**src/rtl/fb_ram_arbiter.sv**
```systemverilog
// Single-port frame-buffer RAM arbiter: LCD reads have absolute priority, writes drain from an 8-deep FIFO.
// Optional write-stall counter port oWrStallCnt is enabled by defining FBARB_STALL_CNT_EN.
module fb_ram_arbiter #(
  parameter int ADDR_W  = 17,
  parameter int DATA_W  = 16,
  parameter int FIFO_AW = 3
) (
  input  logic              iClk,
  input  logic              iRst,
  input  logic              iLcdRdReq,
  input  logic [ADDR_W-1:0] iLcdRdAddr,
  output logic [DATA_W-1:0] oLcdRdData,
  output logic              oLcdRdValid,
  input  logic              iWrValid,
  output logic              oWrReady,
  input  logic [ADDR_W-1:0] iWrAddr,
  input  logic [DATA_W-1:0] iWrData,
  output logic              oRamCs,
  output logic              oRamWe,
  output logic [ADDR_W-1:0] oRamAddr,
  output logic [DATA_W-1:0] oRamWrData,
  input  logic [DATA_W-1:0] iRamRdData,
  output logic [FIFO_AW:0]  oFifoLevel
`ifdef FBARB_STALL_CNT_EN
  ,output logic [15:0]      oWrStallCnt
`endif
);

  typedef enum logic [1:0] {
    GNT_IDLE = 2'd0,
    GNT_RD   = 2'd1,
    GNT_WR   = 2'd2
  } gnt_t;

  localparam int                 DEPTH   = 2 ** FIFO_AW;
  localparam logic [FIFO_AW:0]   DEPTH_L = {1'b1, {FIFO_AW{1'b0}}};
  localparam logic [FIFO_AW:0]   LVL_ONE = {{FIFO_AW{1'b0}}, 1'b1};
  localparam logic [FIFO_AW-1:0] PTR_ONE = {{(FIFO_AW-1){1'b0}}, 1'b1};

  gnt_t               gnt_r;
  gnt_t               gnt_nxt_s;
  logic               rd_phase_r;
  logic               wr_ready_r;
  logic [FIFO_AW:0]   level_r;
  logic [FIFO_AW:0]   level_nxt_s;
  logic [FIFO_AW-1:0] wr_ptr_r;
  logic [FIFO_AW-1:0] rd_ptr_r;
  logic               empty_s;
  logic               push_s;
  logic               pop_s;
  logic [ADDR_W-1:0]  mem_addr_r [DEPTH];
  logic [DATA_W-1:0]  mem_data_r [DEPTH];

  assign empty_s    = (level_r == {(FIFO_AW+1){1'b0}});
  assign push_s     = iWrValid & wr_ready_r;
  assign pop_s      = (gnt_nxt_s == GNT_WR);
  assign oWrReady   = wr_ready_r;
  assign oFifoLevel = level_r;

  // Strict-priority grant decision for the next RAM cycle
  always_comb begin
    gnt_nxt_s = GNT_IDLE;
    if (iLcdRdReq) begin
      gnt_nxt_s = GNT_RD;
    end else if (!empty_s) begin
      gnt_nxt_s = GNT_WR;
    end else begin
      gnt_nxt_s = GNT_IDLE;
    end
  end

  // Next FIFO occupancy; push and pop together cancel out
  always_comb begin
    level_nxt_s = level_r;
    case ({push_s, pop_s})
      2'b10:   level_nxt_s = level_r + LVL_ONE;
      2'b01:   level_nxt_s = level_r - LVL_ONE;
      default: level_nxt_s = level_r;
    endcase
  end

  // Grant FSM with registered RAM command and LCD read-return pipeline
  always_ff @(posedge iClk or posedge iRst) begin
    if (iRst) begin
      gnt_r       <= GNT_IDLE;
      oRamCs      <= 1'b0;
      oRamWe      <= 1'b0;
      oRamAddr    <= {ADDR_W{1'b0}};
      oRamWrData  <= {DATA_W{1'b0}};
      rd_phase_r  <= 1'b0;
      oLcdRdValid <= 1'b0;
      oLcdRdData  <= {DATA_W{1'b0}};
    end else begin
      gnt_r <= gnt_nxt_s;
      case (gnt_nxt_s)
        GNT_RD: begin
          oRamCs   <= 1'b1;
          oRamWe   <= 1'b0;
          oRamAddr <= iLcdRdAddr;
        end
        GNT_WR: begin
          oRamCs     <= 1'b1;
          oRamWe     <= 1'b1;
          oRamAddr   <= mem_addr_r[rd_ptr_r];
          oRamWrData <= mem_data_r[rd_ptr_r];
        end
        default: begin
          oRamCs <= 1'b0;
          oRamWe <= 1'b0;
        end
      endcase
      // RAM data appears one cycle after the read command is on the bus
      rd_phase_r  <= (gnt_r == GNT_RD);
      oLcdRdValid <= rd_phase_r;
      if (rd_phase_r) begin
        oLcdRdData <= iRamRdData;
      end else begin
        oLcdRdData <= oLcdRdData;
      end
    end
  end

  // FIFO pointers, level and ready flag
  always_ff @(posedge iClk or posedge iRst) begin
    if (iRst) begin
      wr_ptr_r   <= {FIFO_AW{1'b0}};
      rd_ptr_r   <= {FIFO_AW{1'b0}};
      level_r    <= {(FIFO_AW+1){1'b0}};
      wr_ready_r <= 1'b0;
    end else begin
      if (push_s) begin
        wr_ptr_r <= wr_ptr_r + PTR_ONE;
      end
      if (pop_s) begin
        rd_ptr_r <= rd_ptr_r + PTR_ONE;
      end
      level_r    <= level_nxt_s;
      wr_ready_r <= (level_nxt_s < DEPTH_L);
    end
  end

  // FIFO storage; contents need no reset since the level gates every read
  always_ff @(posedge iClk) begin
    if (push_s) begin
      mem_addr_r[wr_ptr_r] <= iWrAddr;
      mem_data_r[wr_ptr_r] <= iWrData;
    end
  end

`ifdef FBARB_STALL_CNT_EN
  // Saturating count of cycles the producer is held off
  always_ff @(posedge iClk or posedge iRst) begin
    if (iRst) begin
      oWrStallCnt <= 16'h0000;
    end else if (iWrValid && !wr_ready_r && (oWrStallCnt != 16'hFFFF)) begin
      oWrStallCnt <= oWrStallCnt + 16'h0001;
    end else begin
      oWrStallCnt <= oWrStallCnt;
    end
  end
`endif

endmodule

```
**config.mk**
```make
export PLATFORM = sky130hd
export DESIGN_NAME = fb_ram_arbiter
export DESIGN_NICKNAME = d
export VERILOG_FILES = /design/src/rtl/fb_ram_arbiter.sv
export SDC_FILE = /design/constraint.sdc
export NUM_CORES = 1
export LEC_CHECK = 0
export ABC_AREA = 1
export BUFFER_PORTS_ARGS = -buffer_cell sky130_fd_sc_hd__clkbuf_2
export CAP_MARGIN = 15
export CORE_MARGIN = 5
export CORE_UTILIZATION = 60
export DETAILED_ROUTE_END_ITERATION = 12
export PLACE_DENSITY = 0.88
export RECOVER_POWER = 50
export SLEW_MARGIN = 20
export SYNTH_ARGS = -nofsm -noshare
export SYNTH_HDL_FRONTEND = slang
export SYNTH_SLANG_ARGS = --single-unit
```
**constraint.sdc**
```tcl
create_clock -name iClk -period 7.2 [get_ports iClk]
set_clock_uncertainty 0.05 [all_clocks]
set_input_delay 2.16 -clock iClk [delete_from_list [all_inputs] [get_ports iClk]]
set_output_delay 2.16 -clock iClk [all_outputs]
set_load 0.01 [all_outputs]
```
# [Word-level counts from Yosys, hierarchy flattened]
# Memory sizes are Yosys's and may differ from the RTL's. A register that Yosys moved wholly into a read port is not among the register bits.
# Index checks and enable logic that the tools add are counted.
# Widths: inputs -> output; s select.
[word_totals] n_memories=2 ramBits=264 reg_bits=50
[mem_list] memory="mem_addr_r" depth=8 width=17 read_ports=1 rd_ports_with_merged_regs=0 wr=1 line="51" text="logic [ADDR_W-1:0] mem_addr_r [DEPTH];"
[mem_list] memory="mem_data_r" depth=8 width=16 read_ports=1 rd_ports_with_merged_regs=1 wr=1 line="52" text="logic [DATA_W-1:0] mem_data_r [DEPTH];"
[classes] eq_ne=5 add_sub_neg=4 n_lt_le_gt_ge=1 bitwise_logic=1 n_reduce_logical=3 n_mux=8
[op_table] cell="$pmux 17 s2" n=1
[op_table] cell="$pmux 4 s2" n=1
[op_table] cell="$add 3x1->3 const B" n=2
[op_table] cell="$eq 2x1->1 const B" n=3
[op_table] cell="$add 4x1->4 const B" n=1
[op_table] cell="$eq 2x2->1 const B" n=2
[op_table] cell="$logic_not 4->1" n=1
[op_table] cell="$lt 4x4->1 const B" n=1
[op_table] cell="$mux 1" n=4
[op_table] cell="$mux 2" n=2
[op_table] cell="$sub 4x1->4 const B" n=1
[op_table] cell="$reduce_bool 2->1" n=1
[op_table] cell="$reduce_or 2->1" n=1
[op_table] cell="$and 1x1->1" n=1

# [Logic depth before layout (Yosys ltp)]
# Gate-level depths: netlist of the first run.
[logic_depth] ltp_word=7 mapped_depth=14 ltp_nobuf=13

# [Least setup slack after synthesis of the first run]
# Ideal clock, no wire load.
[synth_timing] path_kind="input to register" start="in iWrValid" end="mem mem_addr_r[0][0] (enable)" t_arrival_ns=3.991 required_ns=6.727 path_slack_ns=2.736 path_buffers=0 cell_stages=3 cell_sequence="nand2_1 -> or2_2 -> nor2_1"
[synth_between] elab_chain_cells=3
[synth_lines] element="start: declaration" line="14" text="input logic iWrValid,"
[synth_lines] element="$and 1x1->1" line="55" text="assign push_s = iWrValid & wr_ready_r;"
[synth_lines] element="$mux 1" line="144" text="if (push_s) begin"
[synth_lines] element="$mux 1 (not written as such)" line="145" text="mem_addr_r[wr_ptr_r] <= iWrAddr;"
[synth_lines] element="end: declaration" line="51"
# No other way between the ends.

# [Worst setup path in the final report of the first run]
[layout_timing] start="in iLcdRdReq" end="reg level_r[2], in the netlist oFifoLevel[2]"
[layout_between] elab_chain_cells=4
[layout_lines] element="start: declaration" line="10" text="input logic iLcdRdReq,"
[layout_lines] element="$mux 2 *" line="63" text="if (iLcdRdReq) begin"
[layout_lines] element="$eq 2x2->1 *" line="56" text="assign pop_s = (gnt_nxt_s == GNT_WR);"
[layout_lines] element="named net pop_s" line="50" text="logic pop_s;"
[layout_lines] element="$eq 2x1->1 / $eq 2x2->1 (equally long branches)" line="75" text="case ({push_s, pop_s})"
[layout_lines] element="$pmux 4 s2 *" line="75"
[layout_lines] element="end signal: assignment" line="128" text="level_r <= {(FIFO_AW+1){1'b0}};"
[layout_lines] element="end signal: assignment" line="137" text="level_r <= level_nxt_s;"
[layout_lines] element="end: declaration" line="44" text="logic [FIFO_AW:0] level_r;"
# The timed path passes the listed nets; every way through them passes the cells marked *.
# A chain may end at the register's enable or synchronous reset.

==> results.md, run 1 <==
* Status: completed
* CTS tree: built
* Die extent in y at 159 um
* Min-Delay Path Class: flip-flop to flip-flop
* Maximum number of buffers from clock root to sink at 3
* Unique cell type count in the Yosys netlist at 25
* Most used cells in the layout excluding fill and tap cells: sky130_fd_sc_hd__nand2_1, sky130_fd_sc_hd__edfxtp_1, sky130_fd_sc_hd__nand3_1, sky130_fd_sc_hd__clkbuf_2, sky130_fd_sc_hd__nor2_1
* Max-slew headroom at the worst pin at 0.306
* Worst reg2reg path depth at 11
* Final WS setup at 2.84 ns
* Ordered cell list for the critical path: clkbuf_1 > inv_2 > nand2_1 > inv_1 > ha_1 > or2_2 > and2_1 > ha_1 > a21oi_1 > or2_2 > a31oi_1
* Tightest Pin Transition at 1.04 ns
* Cells after synthesis at 1166
* Vias at 9050
* ANT nets after route at 0
* Required time of the critical path at 7.57 ns
* Syn_nets at 1242
* Setup violators final at 0
* GR Layer Usage met3 at 0.0437
* Switching share of power at 0.353
* RSZ-0062 raised after global routing: false
* Number of inserted filler cells in the final layout at 1417
* Worst setup SP type: primary input
* Cell area after synthesis at 13400 um^2
* Switching power at 2.08 mW
* Avg Cell Area, Syn at 11.5 um^2
* Drt first pass iters at 7
* Met1 demand-to-capacity share in global routing at 0.301
* Critical Path Fanout Max at 21
* Initial antenna violation count at 2
* Largest net degree at the start of global routing at 80
* Violation count after the first detailed-routing iteration at 1046
* Clock power share at 0.258
* Total routing resource utilization after global routing at 0.231
* Maximum clock frequency at 0.229 GHz
* Total clock buffers created by CTS at 30
* Crit path max-delay cell type: sky130_fd_sc_hd__nand2_1
* Final critical path time including I/O delays and setup at 4.36 ns
* Worst Setup SP: iLcdRdReq
* Number of global-route vias before repair at 9092
* Final total power at 5.88 mW
* Layout cell share with drive strength beyond 1 at 0.140
* Maximum ir drop on the vdd rail at 0.253 mV
* Total internal power at 3.80 mW
* Part of the power in combinational logic at 0.300
* Total count of max-transition violations in the final report at 0
* Final GP Congestion at 0.809
* Number of buffer cells added on primary ports at 126
* Number of register bits inferred by synthesis at 330
* Leakage power summed over all cells at 6.13 nW
* Total number of yosys warnings at 0
* Clock H-tree levels at 1
* GR met2 Demand/Resource at 0.394
* Starting Density at 0.610
* Maximum single-stage delay on the critical path at 0.82 ns
* Buffers plus inverters on the worst setup path at 3
* Post-synthesis sequential area ratio at 0.717
* P&R area growth vs syn at 12.7%
* Count of hold buffers inserted by post-cts repair at 0
* CTS clock-pin slew for the worst setup and hold paths at 0.06 ns
* Grt peak-use layer: met2
* Stages on the worst setup path at 11
* Global route overflow at 0
* Critical path start-end classification: primary input to flip-flop
* Final count of hold timing violations at 0
* WHS Path Cells at 1
* Site Rows at 54
* Routed len/inst at 19.0 um
* Number of I/O pins at 127
* DRC violations left at 0
* DIE AREA at 25400 um^2
* Areal power density over the cells at 390 nW/um^2
* Final sum of negative setup slack at 0 ns
* Cell class contributing the biggest share of worst-path delay: simple AND/OR/NAND/NOR gates
* End point of the critical path: oFifoLevel[2]
* Worst flop-to-flop path startpoint: oFifoLevel[1]
* NumNets Final at 1355
* Clock latency on the worst-skew pair at 0.54 ns
* First-pass GRT wire length at 47.6 mm
* Kind of capture point of the worst setup path: flip-flop
* Leading cell type in the layout, fill and taps excluded: sky130_fd_sc_hd__nand2_1
* DPL Wire Length at 16.5 mm
* Slack of the worst reg-to-reg path at 4.03 ns
* Endpoint of the most critical register-to-register path: oFifoLevel[2]
* Final critical-path share of the clock period at 0.606
* Area of the placeable core at 21900 um^2
* Total wirelength of the detailed-routed design at 30.0 mm
* Arrival time at the worst endpoint at 4.74 ns
* Number of maximum-capacitance constraint violations at 0
* Cell chosen for the clock root: sky130_fd_sc_hd__clkbuf_16
* Die extent in x at 159 um
* Number of buffers added for setup after CTS at 0
* Antenna diode count at 0
* CTS-repair resized insts at 0
* Part of the power in registers at 0.442
* Sinks on Clock Net at 330
* Pre-CTS setup slack at 2.28 ns
* Vias per inst at 5.72
[cell families (layout without fill, tap and decap cells)]
group / count (synthesis) / in the layout / synth area share
AO/OA/AOI/OAI: 21 / 21 / 0.00796
XOR/XNOR: 6 / 6 / 0.00393
adder cells (fa/ha/maj): 6 / 6 / 0.00562
buffers and inverters: 126 / 263 / 0.0472
flip-flops: 330 / 330 / 0.717
multiplexers: 16 / 16 / 0.0135
AND/OR/NAND/NOR: 661 / 661 / 0.205
[flip-flops by register name, summed over array words and instances, names as in the netlist, 2 cells and up, named ones only]
name,flops
oLcdRdData,16
oRamWrData,16
gnt_r,2
mem_addr_r,136
mem_data_r,128
wr_ptr_r,3
oFifoLevel,3
rd_ptr_r,3
oRamAddr,17
[metrics by stage]
step / cell area (um^2) / hold WS (ns) / std cells / utilization
5_1_grt: 15100 / 0.375 / 1583 / 0.688
3_5_place_dp: 14100 / 0.335 / 1526 / 0.646
4_1_cts: 15100 / 0.345 / 1582 / 0.689
2_1_floorplan: 13400 / 0.299 / 1166 / -
6_report: 15100 / 0.342 / 1583 / 0.688
3_3_place_gp: 14100 / 0.329 / 1526 / 0.646
[worst min path at each step]
stage / startpoint / to / slack, ns
6_report: gnt_r[1] / rd_phase_r / 0.34
2_1_floorplan: rd_phase_r / oLcdRdValid / 0.30
4_1_cts: gnt_r[1] / rd_phase_r / 0.34
5_1_grt: gnt_r[1] / rd_phase_r / 0.38
3_5_place_dp: gnt_r[1] / rd_phase_r / 0.33
3_3_place_gp: gnt_r[1] / rd_phase_r / 0.33
[routing by layer]
| layer | vias to the layer above | part of all wire |
|---|---|---|
| met3 | 94 | 0.10 |
| li1 | 4156 | - |
| met1 | 4218 | 0.37 |
| met5 | - | 0.0011 |
| met2 | 578 | 0.49 |
| met4 | 4 | 0.032 |
[synth_stat cells, drive strengths merged]
| master | instances | area (um^2) |
|---|---|---|
| inv | 66 | 250 |
| clkbuf | 4 | 15.0 |
| o21ai | 19 | 95.1 |
| nand3 | 190 | 951 |
| a21oi | 1 | 5.00 |
| edfxtp | 264 | 7930 |
| or2 | 3 | 18.8 |
| and2 | 1 | 6.26 |
| xnor2 | 3 | 26.3 |
| xor2 | 3 | 26.3 |
| mux2 | 16 | 180 |
| ha | 6 | 75.1 |
| dfrtp | 66 | 1650 |
| nand2 | 372 | 1400 |
| buf | 56 | 365 |
| nor2 | 94 | 355 |
| nand4 | 1 | 12.5 |
| a31oi | 1 | 6.26 |
[power groups by stage]
stage | registers, mW | logic [mW] | clock network (mW)
after floorplan | 2.58 | 1.26 | 0
after global placement | 2.64 | 1.61 | 0
after detailed placement | 2.65 | 1.69 | 0
after CTS | 2.61 | 1.72 | 1.53
after global routing | 2.62 | 1.95 | 1.61
final | 2.60 | 1.76 | 1.52
[final cells by class]
cell class	count	area, um^2	area share
Clock buffer	46	870	0.0577
Clock inverter	10	76.3	0.00507
Inverter	66	250	0.0166
Multi-Input combinational cell	710	3210	0.213
Sequential cell	330	9580	0.636
Tap cell	280	350	0.0233
Timing Repair Buffer	141	721	0.0479
Note: power is estimated with default switching activity, not from simulation.
==> run 2: changes to the inputs <==
--- a/config.mk
+++ b/config.mk
@@ -5,13 +5,13 @@
 export SDC_FILE = /design/constraint.sdc
 export NUM_CORES = 1
 export LEC_CHECK = 0
-export ABC_AREA = 1
+export ABC_AREA = 0
 export BUFFER_PORTS_ARGS = -buffer_cell sky130_fd_sc_hd__clkbuf_2
 export CAP_MARGIN = 15
 export CORE_MARGIN = 5
-export CORE_UTILIZATION = 60
+export CORE_UTILIZATION = 53
 export DETAILED_ROUTE_END_ITERATION = 12
-export PLACE_DENSITY = 0.88
+export PLACE_DENSITY = 0.83
 export RECOVER_POWER = 50
 export SLEW_MARGIN = 20
 export SYNTH_ARGS = -nofsm -noshare
==> constraint.sdc (replaced) <==
create_clock -name iClk -period 3.9 [get_ports iClk]
set_clock_uncertainty 0.05 [all_clocks]
set_input_delay 1.17 -clock iClk [delete_from_list [all_inputs] [get_ports iClk]]
set_output_delay 1.17 -clock iClk [all_outputs]
set_load 0.01 [all_outputs]
==> run 2 against run 1 <==
Compared with the run above:
- the run now ends with capacitance limit, slew limit left
- highest routed layer unchanged
- worst setup slack worse by 1.8 ns
- total power increased by 78%
- flip-flop and latch count stayed put
==> results.md, run 2 <==
* Status: finished with violations
* Failing checks: capacitance limit, slew limit
* EDFF count, synth at 264 (unchanged)
* Count of hold buffers inserted by post-cts repair at 0 (unchanged)
* Starting Density at 0.536 (-0.0749)
* Main combinational cell family by area after synthesis: multiplexers
* Total clock buffers created by CTS at 30 (unchanged)
* Final critical-path share of the clock period at 0.722
* Most area-consuming cells after synthesis: sky130_fd_sc_hd__edfxtp_1, sky130_fd_sc_hd__dfrtp_1, sky130_fd_sc_hd__mux4_2
* CTS tree: built
* RSZ-0062 raised after global routing: false
* Cell chosen for the clock root: sky130_fd_sc_hd__clkbuf_16
* Most instantiated flip-flop cell in the synthesis netlist: sky130_fd_sc_hd__edfxtp_1
* Final count of hold timing violations at 0 (unchanged)
* Drt first pass iters at 5 (-2)
* Clock H-tree levels at 1 (unchanged)
* DPL Wire Length at 15.7 mm (-5.1%)
* NumNets Final at 817 (-40%)
* Worst setup SP type: flip-flop
* Number of global-route vias before repair at 6811 (-25%)
* Max-slew headroom at the worst pin at -0.633 (-0.939)
* Number of buffer cells added on primary ports at 126 (unchanged)
* First-pass GRT wire length at 39.4 mm (-17%)
* Antenna diode count at 0 (unchanged)
* DRC violations left at 0 (unchanged)
* Largest register by flop count: mem_addr_r
* Cell with the most instances after synthesis: sky130_fd_sc_hd__edfxtp_1
* Final total power at 10.5 mW (+78%)
* Setup violators final at 0 (unchanged)
* Global route overflow at 0 (unchanged)
* Arrival time at the worst endpoint at 3.19 ns (-1.55 ns)
* Total wirelength of the detailed-routed design at 25.7 mm (-14%)
* Crit path max-delay cell type: sky130_fd_sc_hd__nor4_1
* Ordered cell list for the critical path: nor4_1 > nor2_1 > ha_1 > ha_1 > and3_1 > o21ai_1 > o211ai_1 > xor2_1
* Required time of the critical path at 4.27 ns (-3.30 ns)
* Maximum ir drop on the vdd rail at 0.398 mV (+58%)
* Avg Cell Area, Syn at 21.2 um^2 (+85%)
* Sinks on Clock Net at 330 (unchanged)
* Critical path start-end classification: flip-flop to flip-flop
* Total number of yosys warnings at 0 (unchanged)
* Post-synthesis sequential area ratio at 0.764 (+0.0474)
* Number of I/O pins at 127 (unchanged)
* CTS clock-pin slew for the worst setup and hold paths at 0.06 ns (about the same)
* Largest registers in the final layout: mem_addr_r (136), mem_data_r (128), oRamAddr (17)
* Cell area after layout at 14600 um^2 (-3.3%)
* Layout cell share with drive strength beyond 1 at 0.306 (+0.165)
* Routed len/inst at 23.7 um (+25%)
* Critical Path Fanout Max at 7 (-67%)
* Leading cell type in the layout, fill and taps excluded: sky130_fd_sc_hd__edfxtp_1
* Most used cells in the layout excluding fill and tap cells: sky130_fd_sc_hd__edfxtp_1, sky130_fd_sc_hd__clkbuf_2, sky130_fd_sc_hd__dfrtp_1, sky130_fd_sc_hd__mux4_2, sky130_fd_sc_hd__clkbuf_1
* Top cell by count, worst path: sky130_fd_sc_hd__ha_1
* Number of maximum-capacitance constraint violations at 1 (+1)
* Die extent in x at 164 um (+2.9%)
* Total count of max-transition violations in the final report at 46 (+46)
* Die extent in y at 164 um (+2.9%)
* Tightest Pin Transition at 2.44 ns (+1.40 ns)
* Worst reg2reg path depth at 8 (-3)
* Site Rows at 56 (+3.7%)
* Area fraction of the dominant cell type after synthesis at 0.632 (+0.0393)
* Maximum number of buffers from clock root to sink at 3 (unchanged)
* DIE AREA at 26800 um^2 (+5.8%)
* Xor-xnor portion of the synthesized cell area at 0.00559 (+0.00166)
* Largest register FFs at 136 (unchanged)
* Area of the multi-input gates at 2790 um^2 (-13%)
* Vias at 6264 (-31%)
* Cell taking the most area after synthesis: sky130_fd_sc_hd__edfxtp_1
* Number of register bits inferred by synthesis at 330 (unchanged)
* Final sum of negative setup slack at 0 ns (unchanged)
* Most common library cells after synthesis: sky130_fd_sc_hd__edfxtp_1, sky130_fd_sc_hd__dfrtp_1, sky130_fd_sc_hd__mux4_2
* Compound-gate portion of the synthesized area at 0.0248 (+0.0168)
* Min-Delay Path Class: flip-flop to flip-flop
* Total routing resource utilization after global routing at 0.193 (-0.0374)
* Cells after synthesis at 591 (-49%)
* Register Area at 9590 um^2 (about the same)
* Number of buffers added for setup after CTS at 0 (unchanged)
* Vias per inst at 5.78 (+1.1%)
* Area of the placeable core at 23400 um^2 (+6.9%)
* Final critical path time including I/O delays and setup at 2.82 ns
* CTS-repair resized insts at 0 (unchanged)
* Leakage power summed over all cells at 5.15 nW (-16%)
* Initial antenna violation count at 1 (-1)
* Kind of capture point of the worst setup path: flip-flop
* WHS Path Cells at 1 (unchanged)
* Syn_nets at 667 (-46%)
* Clock latency on the worst-skew pair at 0.55 ns (about the same)
* Unique cell type count in the Yosys netlist at 36 (+44%)
* Cell area after synthesis at 12500 um^2 (-6.2%)
* Areal power density over the cells at 720 nW/um^2 (+84%)
* Number of inserted filler cells in the final layout at 1573 (+11%)
* Maximum single-stage delay on the critical path at 0.71 ns (-0.11 ns)
* Violation count after the first detailed-routing iteration at 625 (-40%)
* P&R area growth vs syn at 16.2%
* Largest net degree at the start of global routing at 46 (-43%)
* Share of async-settable or async-resettable flops after synthesis at 0.200 (unchanged)
* Adder-Cell Fraction of Synth Area at 0.00599 (+0.000372)
* Share of cell area taken by muxes after synthesis at 0.167 (+0.153)
* Final GP Congestion at 0.768 (-5.1%)
* Synthesized-area fraction occupied by and/or/nand/nor cells at 0.0158 (-0.189)
* ANT nets after route at 0 (unchanged)
* Maximum clock frequency at 0.355 GHz
* Cell Area, Placed at 13600 um^2 (-3.8%)
-- run 2: cell count changes in the layout (fill, tap and decap cells not counted), sizes merged, moves of 33 or more --
cell	before	now
nand2	372	7
nand3	190	2
nor2	94	25
mux4	0	66
inv	66	1
a21oi	1	35
mux2i	0	33
-- run 2: report_power, final --
part	switching [mW]	leakage (nW)	internal, mW
logic	1.26	1.50	1.28
registers	0.527	3.14	4.39
clock network	1.22	0.508	1.80
-- run 2: path summary, 6_finish.rpt --
check	start	to	slack, ns
setup / recovery	oFifoLevel[1]	oWrReady	1.08
hold / removal	gnt_r[1]	rd_phase_r	0.34
hold reg to reg	gnt_r[1]	rd_phase_r	0.34
setup reg to reg	oFifoLevel[1]	oWrReady	1.08
min in group asynchronous	iRst	rd_phase_r	1.22
max in group asynchronous	iRst	oLcdRdData[4]	1.22
-- run 2: logic make-up after synthesis --
group | after synthesis
AOI/OAI and AO/OA | 57
and+or+nand+nor | 42
adders and majority gates | 6
DFF | 330
xor gates and xnor gates | 8
buffers and inverters | 30
muxes | 118
-- run 2: metrics by stage --
step | std cells | utilization | setup WS, ns | hold slack [ns]
floorplan | 591 | - | 0.393 | 0.302
global placement | 1028 | 0.581 | 0.980 | 0.345
detailed placement | 1028 | 0.581 | 0.932 | 0.340
CTS | 1084 | 0.626 | 1.40 | 0.345
global route | 1084 | 0.622 | 0.749 | 0.362
finish | 1084 | 0.622 | 1.08 | 0.341
-- run 2: routing by layer --
layer,GRT usage,wire [um],vias up
met5,0,18,-
met4,0.0518,503,2
li1,-,-,2712
met2,0.328,12900,286
met1,0.254,10200,3224
met3,0.0457,2080,40
-- run 2: layout make-up --
class,instances,share of cell area
Sequential cell,330,0.658
Inverter,2,0.000601
Multi-Input combinational cell,231,0.192
Clock inverter,20,0.0159
Tap cell,319,0.0274
Timing Repair Buffer,146,0.0509
Clock buffer,36,0.0552
-- run 2: worst max-delay path, delay by kind of cell (launching register included) --
| kind | cells | cell delay [ns] |
|---|---|---|
| simple gates | 3 | 1.09 |
| compound gates | 2 | 0.25 |
| fa+ha+maj | 2 | 0.66 |
| xor+xnor | 1 | 0.17 |
| flops | 1 | 0.46 |
==> run 3: changes to the inputs <==
==> constraint.sdc (replaced) <==
create_clock -name iClk -period 2.4 [get_ports iClk]
set_clock_uncertainty 0.05 [all_clocks]
set_input_delay 0.72 -clock iClk [delete_from_list [all_inputs] [get_ports iClk]]
set_output_delay 0.72 -clock iClk [all_outputs]
set_load 0.01 [all_outputs]
==> run 3 against run 2 <==
Compared with the run above:
- the flow now finishes without violations
- hold slack worse by 0.061 ns
- worst setup slack got worse by 1.0 ns
- core utilization increased by 1.2 points
- sequential power rose by 59%
- non-clock buffer count is 15 higher
- combinational power grew 83%
- global-route usage is 0.47 points higher
- final cell count grew 1.4%
- sequential share of layout area fell by 1.2 points
- total power grew 65%
- critical endpoint unchanged
- largest cell class unchanged
- highest routed layer unchanged
==> results.md, run 3 (same netlist as run 2, synthesis figures left out) <==
* Number of maximum-capacitance constraint violations at 0 (-1)
* Total routing resource utilization after global routing at 0.198 (+0.00467)
* Clock latency on the worst-skew pair at 0.55 ns (about the same)
* Setup violators final at 0 (unchanged)
* Final GP Congestion at 0.802 (+4.5%)
* Number of buffer cells added on primary ports at 126 (unchanged)
* Total count of max-transition violations in the final report at 0 (-100%)
* Kind of capture point of the worst setup path: flip-flop
* Final count of hold timing violations at 0 (unchanged)
* Vias per inst at 5.84 (+0.98%)
* Maximum ir drop on the vdd rail at 0.672 mV (+69%)
* Global route overflow at 0 (unchanged)
* Site Rows at 56 (unchanged)
* Areal power density over the cells at 1170 nW/um^2 (+62%)
* First-pass GRT wire length at 40.2 mm (+2.0%)
* Vias at 6413 (+2.4%)
* Number of global-route vias before repair at 6777 (-0.50%)
* Most used cells in the layout excluding fill and tap cells: sky130_fd_sc_hd__edfxtp_1, sky130_fd_sc_hd__clkbuf_2, sky130_fd_sc_hd__dfrtp_1, sky130_fd_sc_hd__mux4_2, sky130_fd_sc_hd__clkbuf_1
* Clock power share at 0.281 (-0.008)
* Worst setup SP type: flip-flop
* Leading cell type in the layout, fill and taps excluded: sky130_fd_sc_hd__edfxtp_1
* Routed len/inst at 24.0 um (+1.2%)
* Pre-CTS setup slack at 0.00761 ns (-0.925 ns)
* Status: completed
* Required time of the critical path at 2.76 ns (-1.51 ns)
* P&R area growth vs syn at 18.4%
* Maximum number of buffers from clock root to sink at 3 (unchanged)
* NumNets Final at 832 (+1.8%)
* Switching share of power at 0.287 (about the same)
* Die extent in x at 164 um (unchanged)
* Maximum clock frequency at 0.425 GHz (+20%)
* Total wirelength of the detailed-routed design at 26.4 mm (+2.6%)
* Clock H-tree levels at 1 (unchanged)
* Cell area after layout at 14800 um^2 (+1.9%)
* Max-slew headroom at the worst pin at 0.323 (+0.956)
* Worst reg2reg path depth at 8 (unchanged)
* CTS clock-pin slew for the worst setup and hold paths at 0.06 ns (about the same)
* Number of I/O pins at 127 (unchanged)
* Critical path start-end classification: flip-flop to flip-flop
* Violation count after the first detailed-routing iteration at 668 (+6.9%)
* Leakage power summed over all cells at 5.26 nW (+2.3%)
* Cell Area, Placed at 13900 um^2 (+1.9%)
* DPL Wire Length at 16.3 mm (+3.7%)
* Total internal power at 12.4 mW (+65%)
* Part of the power in registers at 0.451 (-0.018)
* Final critical-path share of the clock period at 0.980 (+0.258)
* Largest register by flop count: mem_addr_r
* Sinks on Clock Net at 330 (unchanged)
* Arrival time at the worst endpoint at 2.71 ns (-0.48 ns)
* Critical Path Fanout Max at 6 (-1)
* Total clock buffers created by CTS at 30 (unchanged)
* Starting Density at 0.536 (unchanged)
* Final total power at 17.3 mW (+65%)
* Final critical path time including I/O delays and setup at 2.35 ns (-0.464 ns)
* Layout cell share with drive strength beyond 1 at 0.331 (+0.0249)
* DIE AREA at 26800 um^2 (unchanged)
* Number of inserted filler cells in the final layout at 1544 (-1.8%)
* ANT nets after route at 0 (unchanged)
* DRC violations left at 0 (unchanged)
* Count of hold buffers inserted by post-cts repair at 0 (unchanged)
* Die extent in y at 164 um (unchanged)
* Tightest Pin Transition at 1.01 ns (-1.43 ns)
* Final WS setup at 0.0474 ns (-1.04 ns)
* CTS tree: built
* Initial antenna violation count at 1 (unchanged)
* Drt first pass iters at 4 (-1)
* Largest register FFs at 136 (unchanged)
* Switching power at 4.98 mW (+65%)
* Part of the power in combinational logic at 0.268 (+0.026)
* Largest registers in the final layout: mem_addr_r (136), mem_data_r (128), oRamAddr (17)
* Cell chosen for the clock root: sky130_fd_sc_hd__clkbuf_16
* Antenna diode count at 0 (unchanged)
* Min-Delay Path Class: primary input to async pin
* Largest net degree at the start of global routing at 49 (+6.5%)
* Area of the placeable core at 23400 um^2 (unchanged)
-- run 3: layout make-up --
type                            count  area (um^2)  area share
Tap cell                          319          399      0.0269
Timing Repair Buffer              161          992      0.0669
Multi-Input combinational cell    231         2820       0.190
Clock buffer                       43          861      0.0580
Sequential cell                   330         9590       0.646
Inverter                            2         8.76    0.000590
Clock inverter                     13          168      0.0113
-- run 3: what timing repair did --
| action | in CTS | in global routing |
|---|---|---|
| cloned | 0 | 0 |
| setup buffers | 1 | 0 |
| resized for setup | 2 | 2 |
| pin swaps | 0 | 3 |
| setup endpoints to repair | 2 | 2 |
-- run 3: path summary, 6_finish.rpt --
| path | slack [ns] | start | endpoint |
|---|---|---|---|
| max | 0.05 | oFifoLevel[0] | oWrReady |
| min | 0.28 | iRst | async pin |
| max reg2reg | 0.05 | oFifoLevel[0] | oWrReady |
| min reg2reg | 0.35 | gnt_r[1] | rd_phase_r |
| max in group asynchronous | 1.26 | iRst | oRamWrData[8] |
| min in group iClk | 0.34 | iLcdRdReq | oRamWe |
-- run 3: critical path: stages, from the launching register on --
cell	delay [ns]
sky130_fd_sc_hd__dfrtp_2	0.47
sky130_fd_sc_hd__nor4_4	0.34
sky130_fd_sc_hd__nor2_2	0.09
sky130_fd_sc_hd__ha_1	0.24
sky130_fd_sc_hd__ha_4	0.25
sky130_fd_sc_hd__and3_1	0.21
sky130_fd_sc_hd__o21ai_1	0.18
sky130_fd_sc_hd__o211ai_1	0.19
sky130_fd_sc_hd__xor2_1	0.19
-- run 3: metal layers --
metal  GRT usage  part of all wire  wire length (um)
met5           0           0.00049                13
met4      0.0423             0.019               494
met1       0.266              0.40             10500
met3      0.0349             0.071              1880
met2       0.345              0.51             13500
-- run 3: stage by stage --
step	utilization	instances	hold slack [ns]	setup TNS [ns]
final	0.634	1099	0.281	0
after global routing	0.634	1099	0.324	-0.119
after CTS	0.637	1099	0.130	0
after detailed placement	0.592	1042	0.336	0
after global placement	0.592	1042	0.336	0
after floorplan	-	591	0.302	-50.91
-- run 3: power groups by stage --
stage          sequential (mW)  combinational (mW)  clock [mW]
2_1_floorplan             7.78                3.14           0
3_3_place_gp              7.83                4.46           0
3_5_place_dp              7.92                4.61           0
4_1_cts                   7.83                4.70        4.95
5_1_grt                   7.92                4.99        5.23
6_report                  7.83                4.64        4.87
